===== config.mk =====
export PLATFORM = sky130hd
export DESIGN_NAME = drum_sequencer
export DESIGN_NICKNAME = d
export VERILOG_FILES = /design/src/rtl/drum_sequencer.sv
export SDC_FILE = /design/constraint.sdc
export NUM_CORES = 1
export LEC_CHECK = 0
export CELL_PAD_IN_SITES_DETAIL_PLACEMENT = 0
export CELL_PAD_IN_SITES_GLOBAL_PLACEMENT = 1
export CORE_MARGIN = 2
export CORE_UTILIZATION = 43
export CTS_BUF_LIST = sky130_fd_sc_hd__clkbuf_8
export CTS_CLUSTER_DIAMETER = 120
export DETAILED_ROUTE_END_ITERATION = 8
export GPL_TIMING_DRIVEN = 0
export PLACE_DENSITY_LB_ADDON = 0.12
export SETUP_SLACK_MARGIN = 0.05
export SYNTH_ARGS = -nofsm -noshare
export SYNTH_HDL_FRONTEND = slang
export SYNTH_SLANG_ARGS = --single-unit

===== constraint.sdc =====
create_clock -name clk -period 3.1 [get_ports clk]
set_clock_uncertainty 0.1 [all_clocks]
set_input_delay 0.62 -clock clk [delete_from_list [all_inputs] [get_ports clk]]
set_output_delay 0.62 -clock clk [all_outputs]
set_load 0.01 [all_outputs]

===== src/rtl/drum_sequencer.sv =====
// Purpose: 16-step, 3-voice drum step sequencer; fires per-voice go pulses and a shared divided count-enable.
// Latency: start sampled at edge k -> FIRE (voice_go = pattern[0]) in cycle k+1; step period = max(step_len,2) clocks.
// Backpressure: none; outputs are free-running strobes decoded from registered state, inputs are levels/strobes.
//
// Ports:
//   clk, resetn                      clock, asynchronous active-low reset
//   start, stop, loop                playback control (stop has priority over everything)
//   step_len[13:0]                   step length in clocks (0/1 behave as 2)
//   pat_wr, pat_addr[3:0], pat_data  pattern register-file write port (bit0 hat, bit1 snare, bit2 kick)
//   voice_go[2:0], voice_en          per-voice start pulse, shared count-enable strobe
//   step[3:0], running, done         current step, FIRE/WAIT indicator, end-of-one-shot pulse
module drum_sequencer #(
    parameter int STEPS  = 16,
    parameter int EN_DIV = 4
) (
    input  logic        clk,
    input  logic        resetn,
    input  logic        start,
    input  logic        stop,
    input  logic        loop,
    input  logic [13:0] step_len,
    input  logic        pat_wr,
    input  logic [3:0]  pat_addr,
    input  logic [2:0]  pat_data,
    output logic [2:0]  voice_go,
    output logic        voice_en,
    output logic [3:0]  step,
    output logic        running,
    output logic        done
);

    localparam int             PW        = $clog2(EN_DIV);
    localparam logic [3:0]     STEP_LAST = 4'(STEPS - 1);
    localparam logic [PW-1:0]  PRE_LAST  = PW'(EN_DIV - 1);

    typedef enum logic [1:0] {
        IDLE = 2'd0,
        FIRE = 2'd1,
        WAIT = 2'd2
    } state_t;

    state_t         state_q, state_d;
    logic [3:0]     step_q, step_d;
    logic [13:0]    dwell_q, dwell_d;
    logic [PW-1:0]  pre_q, pre_d;
    logic           done_q, done_d;
    logic [2:0]     pattern_q [STEPS];
    logic [2:0]     pattern_d [STEPS];

    logic [13:0]    len_eff;
    logic           step_end;

    // Short step lengths collapse to the minimum of one FIRE plus one WAIT clock.
    // The compare is live against step_len, so shrinking it below the current
    // dwell lets the counter run round modulo 2^14 before the step ends.
    always_comb begin
        len_eff  = (step_len < 14'd2) ? 14'd2 : step_len;
        step_end = (dwell_q == (len_eff - 14'd1));
    end

    always_comb begin
        state_d = state_q;
        step_d  = step_q;
        dwell_d = dwell_q;
        pre_d   = pre_q;
        done_d  = 1'b0;

        case (state_q)
            IDLE: begin
                if (start && !stop) begin
                    step_d  = 4'd0;
                    state_d = FIRE;
                end
            end
            FIRE: begin
                if (stop) begin
                    state_d = IDLE;
                end else begin
                    dwell_d = 14'd1;
                    pre_d   = '0;
                    state_d = WAIT;
                end
            end
            WAIT: begin
                if (stop) begin
                    state_d = IDLE;
                end else begin
                    dwell_d = dwell_q + 14'd1;
                    pre_d   = (pre_q == PRE_LAST) ? '0 : (pre_q + PW'(1));
                    if (step_end) begin
                        if (step_q != STEP_LAST) begin
                            step_d  = step_q + 4'd1;
                            state_d = FIRE;
                        end else if (loop) begin
                            step_d  = 4'd0;
                            state_d = FIRE;
                        end else begin
                            // One-shot pass complete: step stays on the last index.
                            state_d = IDLE;
                            done_d  = 1'b1;
                        end
                    end
                end
            end
            default: begin
                state_d = IDLE;
            end
        endcase
    end

    // Writes land at the clock edge, so a FIRE in the same cycle as a write to
    // its own address still reads the old mask.
    always_comb begin
        pattern_d = pattern_q;
        if (pat_wr && (32'(pat_addr) < STEPS)) begin
            pattern_d[pat_addr] = pat_data;
        end
    end

    always_ff @(posedge clk or negedge resetn) begin
        if (!resetn) begin
            state_q <= IDLE;
            step_q  <= 4'd0;
            dwell_q <= 14'd0;
            pre_q   <= '0;
            done_q  <= 1'b0;
            for (int i = 0; i < STEPS; i++) begin
                pattern_q[i] <= 3'b000;
            end
        end else begin
            state_q   <= state_d;
            step_q    <= step_d;
            dwell_q   <= dwell_d;
            pre_q     <= pre_d;
            done_q    <= done_d;
            pattern_q <= pattern_d;
        end
    end

    // Outputs are pure decodes of flops, so async reset clears them immediately.
    always_comb begin
        voice_go = (state_q == FIRE) ? pattern_q[step_q] : 3'b000;
        voice_en = (state_q == WAIT) && (pre_q == PRE_LAST);
        step     = step_q;
        running  = (state_q != IDLE);
        done     = done_q;
    end

endmodule


After elaboration in Yosys (flattened, before gate mapping)
Index checks and enable logic that the tools add are counted.
{ "totals": {"in_bits": 27, "word_cells": 86, "reg_bits": 71} }
{ "classes": {"n_mux": 33, "eq_ne": 11, "order_cmp": 4, "reduce_logical": 11, "add_sub_neg": 4, "bitwise_logic": 2} }
{ "ops": {"columns": ["operator", "count"], "rows": [
  ["bitwise mux 48 bit", 1],
  ["2-to-1 mux 14 bit", 3],
  ["case mux 14 bit (2 select lines)", 1],
  ["2-to-1 mux 4 bit", 5],
  ["adder 14 x 1 -> 14 bit, second input constant", 1],
  ["== test 14 bit", 1],
  ["< comparator 14 x 2 -> 1 bit, second input constant", 1],
  ["2-to-1 mux 2 bit", 7],
  ["subtractor 14 x 1 -> 14 bit, second input constant", 1],
  ["binary-select mux 3 bit (select 4 bit)", 1],
  ["demux 3 bit (select 4 bit)", 1],
  ["2-to-1 mux 3 bit", 4],
  [">= comparator 5 bit, second input constant", 2],
  ["inverter 4 -> 5 bit", 2],
  ["!= test 2 bit, second input constant", 4],
  ["case mux 4 bit (2 select lines)", 1],
  ["2-to-1 mux 1 bit", 7],
  ["!= test 3 bit, second input constant", 2],
  ["case mux 2 bit (3 select lines)", 1],
  ["nonzero test 2 bit", 3],
  ["< comparator 5 x 1 -> 1 bit, second input constant", 1],
  ["AND reduction 5 bit", 1],
  ["adder 4 x 1 -> 4 bit, second input constant", 1],
  ["== test 2 bit, second input constant", 2],
  ["other kinds (9)", 11]
]} }

Depth between registers and ports, before layout
{ "depth": {"word_depth": 7, "depth_mapped": 13, "mapped_depth_nobuf": 11} }

Worst setup path after synthesis
OpenSTA, ideal clock, no wires.
{ "synth_timing": {"path_kind": "in2reg", "from": "input port step_len[2]", "to": "register step_q[2], in the netlist step[2]", "required_ns": 2.931, "path_stages": 11, "arrival_time_ns": 3.369, "path_slack_ns": -0.439, "setup_time_ns": 0.069, "n_path_buf": 1, "cell_sequence": "buf_6 > or4_4 > o41ai_4 > ha_1 > nor3b_1 > nand3_1 > xnor2_1 > nor4_4 > nand2_1 > or4_1 > nand3_1"} }
{ "synth_between": {"elab_chain_len": 6} }
{ "synth_rtl": {"columns": ["item", "line", "text"], "rows": [
  ["from (decl)", "21", "input logic [13:0] step_len,"],
  ["< comparator 14 x 2 -> 1 bit", "57", "len_eff = (step_len < 14'd2) ? 14'd2 : step_len;"],
  ["2-to-1 mux 14 bit (*)", "57", null],
  ["subtractor 14 x 1 -> 14 bit (*)", "58", "step_end = (dwell_q == (len_eff - 14'd1));"],
  ["== test 14 bit (*)", "58", null],
  ["!= test 2 bit (no source line) (*)", null, null],
  ["AND reduction 5 bit (no source line) (*)", null, null],
  ["to (signal assigned)", "132", "step_q <= step_d;"],
  ["to (decl)", "43", "logic [3:0] step_q, step_d;"]
]} }
Every way passes the cells marked *; elsewhere a longest branch is shown, timed or not.
A chain may end at the register's enable or synchronous reset.

Worst setup path after layout
{ "layout_timing": {"from": "input port step_len[12]", "to": "register step_q[0], in the netlist step[0]"} }
The elaborated chain is that of the path after synthesis.

==> run_results.csv <==
group,metric,value,unit
synth,synth_ff_type,"dfrtp_1",
setup_path,arrival,3360,ps
final_layout,nFillCells,782,
setup_path,start_kind,"input pin",
synth,synthMuxAreaShare,21.8,%
detailed_routing,wl,9330,microns
pwr,switching_share,27.6,%
synth,syn-num-nets,376,
clock_tree,clock_latency,350,ps
setup_path,slowest_stage,"or4_4",
setup_path,crit_required,3250,ps
sta,finalHoldViolations,0,
clock_tree,cts_buffers,9,
floorplanning,core_area,9150,sq um
detailed_routing,drt_iter0_drc,68,
synth,synth_compound_area_share,7.34,%
detailed_routing,drtPass1Iterations,4,
clock_tree,clockRootBuffer,"clkbuf_8",
floorplanning,row_count,35,
sta,setup_viol,6,
min_path,hp-class,"flop to flop",
synth,synth_top_family_by_area,"multiplexers",
floorplanning,die_area,10100,sq um
pwr,p_int,1860,uW
setup_path,path_buf_inv,4,
pwr,p_total,2570,uW
sta,min_period_over_period,104,%
global_route,grt_first_pass_wirelength,15000,microns
global_route,grt_max_degree,67,
detailed_routing,vias,2933,
global_route,grt_pass1_vias,2955,
min_path,min_path_cells,1,
synth,synthSimpleGateAreaFrac,17.4,%
floorplanning,die_x,101,microns
global_route,grt_usage,19.4,%
setup_path,critPathMaxStageDelay,550,ps
clock_tree,clkTransAtPathRegs,90,ps
pwr,switchingPower,708,uW
sta,hold_slack,393,ps
place,hpwlAfterDp,6700,microns
min_path,whs_endpoint,"pattern_q[9]$_DFFE_PN0P_",
setup_path,critPathKind,"input pin to flop",
detailed_routing,final_antenna_net_count,0,
place,globalplace.congestion,0.781,
synth,yosysUniqueCellTypes,57,
final_layout,final_cells,528,
setup_path,crit_chain,"buf_8 -> or4_4 -> o41ai_4 -> ha_2 -> nor3b_4 -> buf_4 -> buf_4 -> nand4_1 -> a22oi_2 -> and4b_1 -> buf_6 -> nor2_4 -> a31o_1",
synth,ys_ff_latch,71,
sta,max_slew_margin,64.8,%
sta,fmax,0.312,GHz
final_layout,antenna_cells,0,
synth,yosys_warnings,0,
setup_path,timing.rr.start,"state_q[0]$_DFFE_PN0P_",
clock_tree,cts_buffer_depth,2,
final_layout,area_delta_synth_final,26.0,%
sta,fin_ws,-109,ps
setup_path,critical_path.top_delay_family,"simple AND/OR/NAND/NOR gates",
sta,worstMarginPinSlew,519,ps
status,status,"complete, but fails checks",
detailed_routing,viasPerCell,5.55,
setup_path,r2r-end,"dwell_q[9]$_DFFE_PN0P_",
pwr,power_frac_comb,20.7,%
synth,yosysSeqAreaShare,44.2,%
setup_path,cp-startpoint,"step_len[12]",
status,violations,"setup timing",
setup_path,cp-end-kind,"flop",
global_route,overflow,0,
final_layout,layout.nets,443,
synth,synthAdderAreaFrac,1.24,%
clock_tree,tritoncts,"built",
place,dp.cells,491,
flow_run,max-cap-violations,0,
final_layout,multi_input_area,2280,sq um
detailed_routing,wl_per_cell,17.7,microns
pwr,vdd_drop_max,0.347,mV
floorplanning,die_h,101,microns
floorplanning,initial_utilization,44.0,%
min_path,min_from,"pattern_q[9]$_DFFE_PN0P_",
synth,syn_inst,345,
pwr,power_density,507,nW/um^2
synth,synth_edf_count,0,
setup_path,crit_fanout,7,
synth,synth_area,4020,sq um
synth,synth_xor_area_share,5.88,%
detailed_routing,drc,0,
pwr,leakagePower,0.00210,uW
pwr,seq_power_share,46.9,%
place,port_buffers,34,
final_layout,drive_gt1_share,32.9,%
sta,rsz0062_at_grt,"yes",
setup_path,cpMostUsedCell,"buf_4",
synth,synth.top_cell.area_share,44.2,%
synth,synthArstFlopShare,100,%
setup_path,reg2reg_setup_slack,810,ps
synth,synthTopCellsByCount,"dfrtp_1, mux2_2, nor2_1",
setup_path,rr_worst_depth,8,
global_route,antenna_found_initial,0,
synth,synth_area_per_cell,11.7,sq um
synth,synth_most_common_cell,"dfrtp_1",
clock_tree,h-tree-depth,3,
synth,synth_area_leaders,"dfrtp_1, mux2_2, mux4_2, mux2_1, nor2_1",
clock_tree,clock-sinks,71,
final_layout,final-seq-area,1780,sq um
floorplanning,ios,37,
sta,period_minus_slack,3210,ps
pwr,power_frac_clock,32.4,%
synth,yosysTopAreaCell,"dfrtp_1",
sta,maxSlewViolCount,0,
-- repair_timing --
item,in CTS,in global routing
hold buffers,1,0
setup endpoints to repair,10,10
buffers inserted,17,3
gates resized for setup,77,16
pin swaps,13,11
hold endpoints to repair,5,0
-- stage by stage --
stage	util [%]	setup WS, ps	instance area, sq um	setup TNS (ps)
4_1_cts	54.4	-140	4970	-568
6_report	55.4	-109	5070	-412
5_1_grt	55.4	-246	5070	-1360
3_5_place_dp	49.9	-1190	4560	-9330
2_1_floorplan	-	-181	4060	-474
3_3_place_gp	49.6	-1280	4540	-99130
-- worst reg2reg max path, delay by kind of cell (launching register included) --
family	cells	cell delay, ps
AO/OA/AOI/OAI	1	210
XOR/XNOR	1	160
buffers and inverters	2	660
flip-flops	1	350
AND/OR/NAND/NOR	4	650
-- state kept, by name (all words and copies together) (netlist names) --
name	cells
done	1
dwell_q	14
pattern_q	48
pre_q	2
state_q	2
step	4
-- routing by layer --
metal,global-route usage (%),part of all wire (%),vias up
li1,-,-,1410
met1,25.0,45,1464
met2,32.6,50,49
met3,3.81,3.1,10
met4,6.74,1.4,0
met5,0,0,-
-- how the worst max path moves through the flow --
stage                          endpoint  slack, ps  cells past startpoint
2_1_floorplan       step[0]$_DFFE_PN0P_       -180                     11
3_3_place_gp   pattern_q[2]$_DFFE_PN0P_      -1280                      1
3_5_place_dp        step[0]$_DFFE_PN0P_      -1190                     12
4_1_cts             step[0]$_DFFE_PN0P_       -140                     13
5_1_grt             step[2]$_DFFE_PN0P_       -250                     13
6_report            step[0]$_DFFE_PN0P_       -110                     13
-- power by group through the flow --
stage          logic, uW  clock network [uW]  registers (uW)
2_1_floorplan        362                   0            1190
3_5_place_dp         517                   0            1220
5_1_grt              585                 890            1230
3_3_place_gp         500                   0            1220
6_report             532                 831            1200
4_1_cts              522                 852            1200
-- cell families (layout without fill, tap and decap cells) --
group           count (synthesis)  count (layout)
buf+inv                        20              92
compound gates                 36              36
mux                            63              63
xor+xnor                       27              27
fa+ha+maj                       4               4
simple gates                  124             124
flops                          71              71
-- placed cells by master, fill, tap and decap left out, types with 8 or more instances in the layout --
master / n
buf_4: 21
clkbuf_1: 10
clkbuf_8: 10
clkdlybuf4s50_1: 18
dfrtp_1: 70
mux2_1: 12
mux2_2: 36
mux4_2: 15
nand2_1: 13
nand2b_1: 11
nand3_1: 8
nor2_1: 32
xnor2_1: 11
xor2_1: 13
-- final cells by class --
type / count / share of cell area [%]
multi-input cells: 254 / 45.1
flip-flops and latches: 71 / 35.1
repair buffers: 56 / 10.2
well taps: 111 / 2.74
clock buffers: 9 / 2.44
plain buffers: 15 / 2.27
clock inverters: 7 / 1.88
inverters: 5 / 0.370
Power figures use the tool's default switching activity.
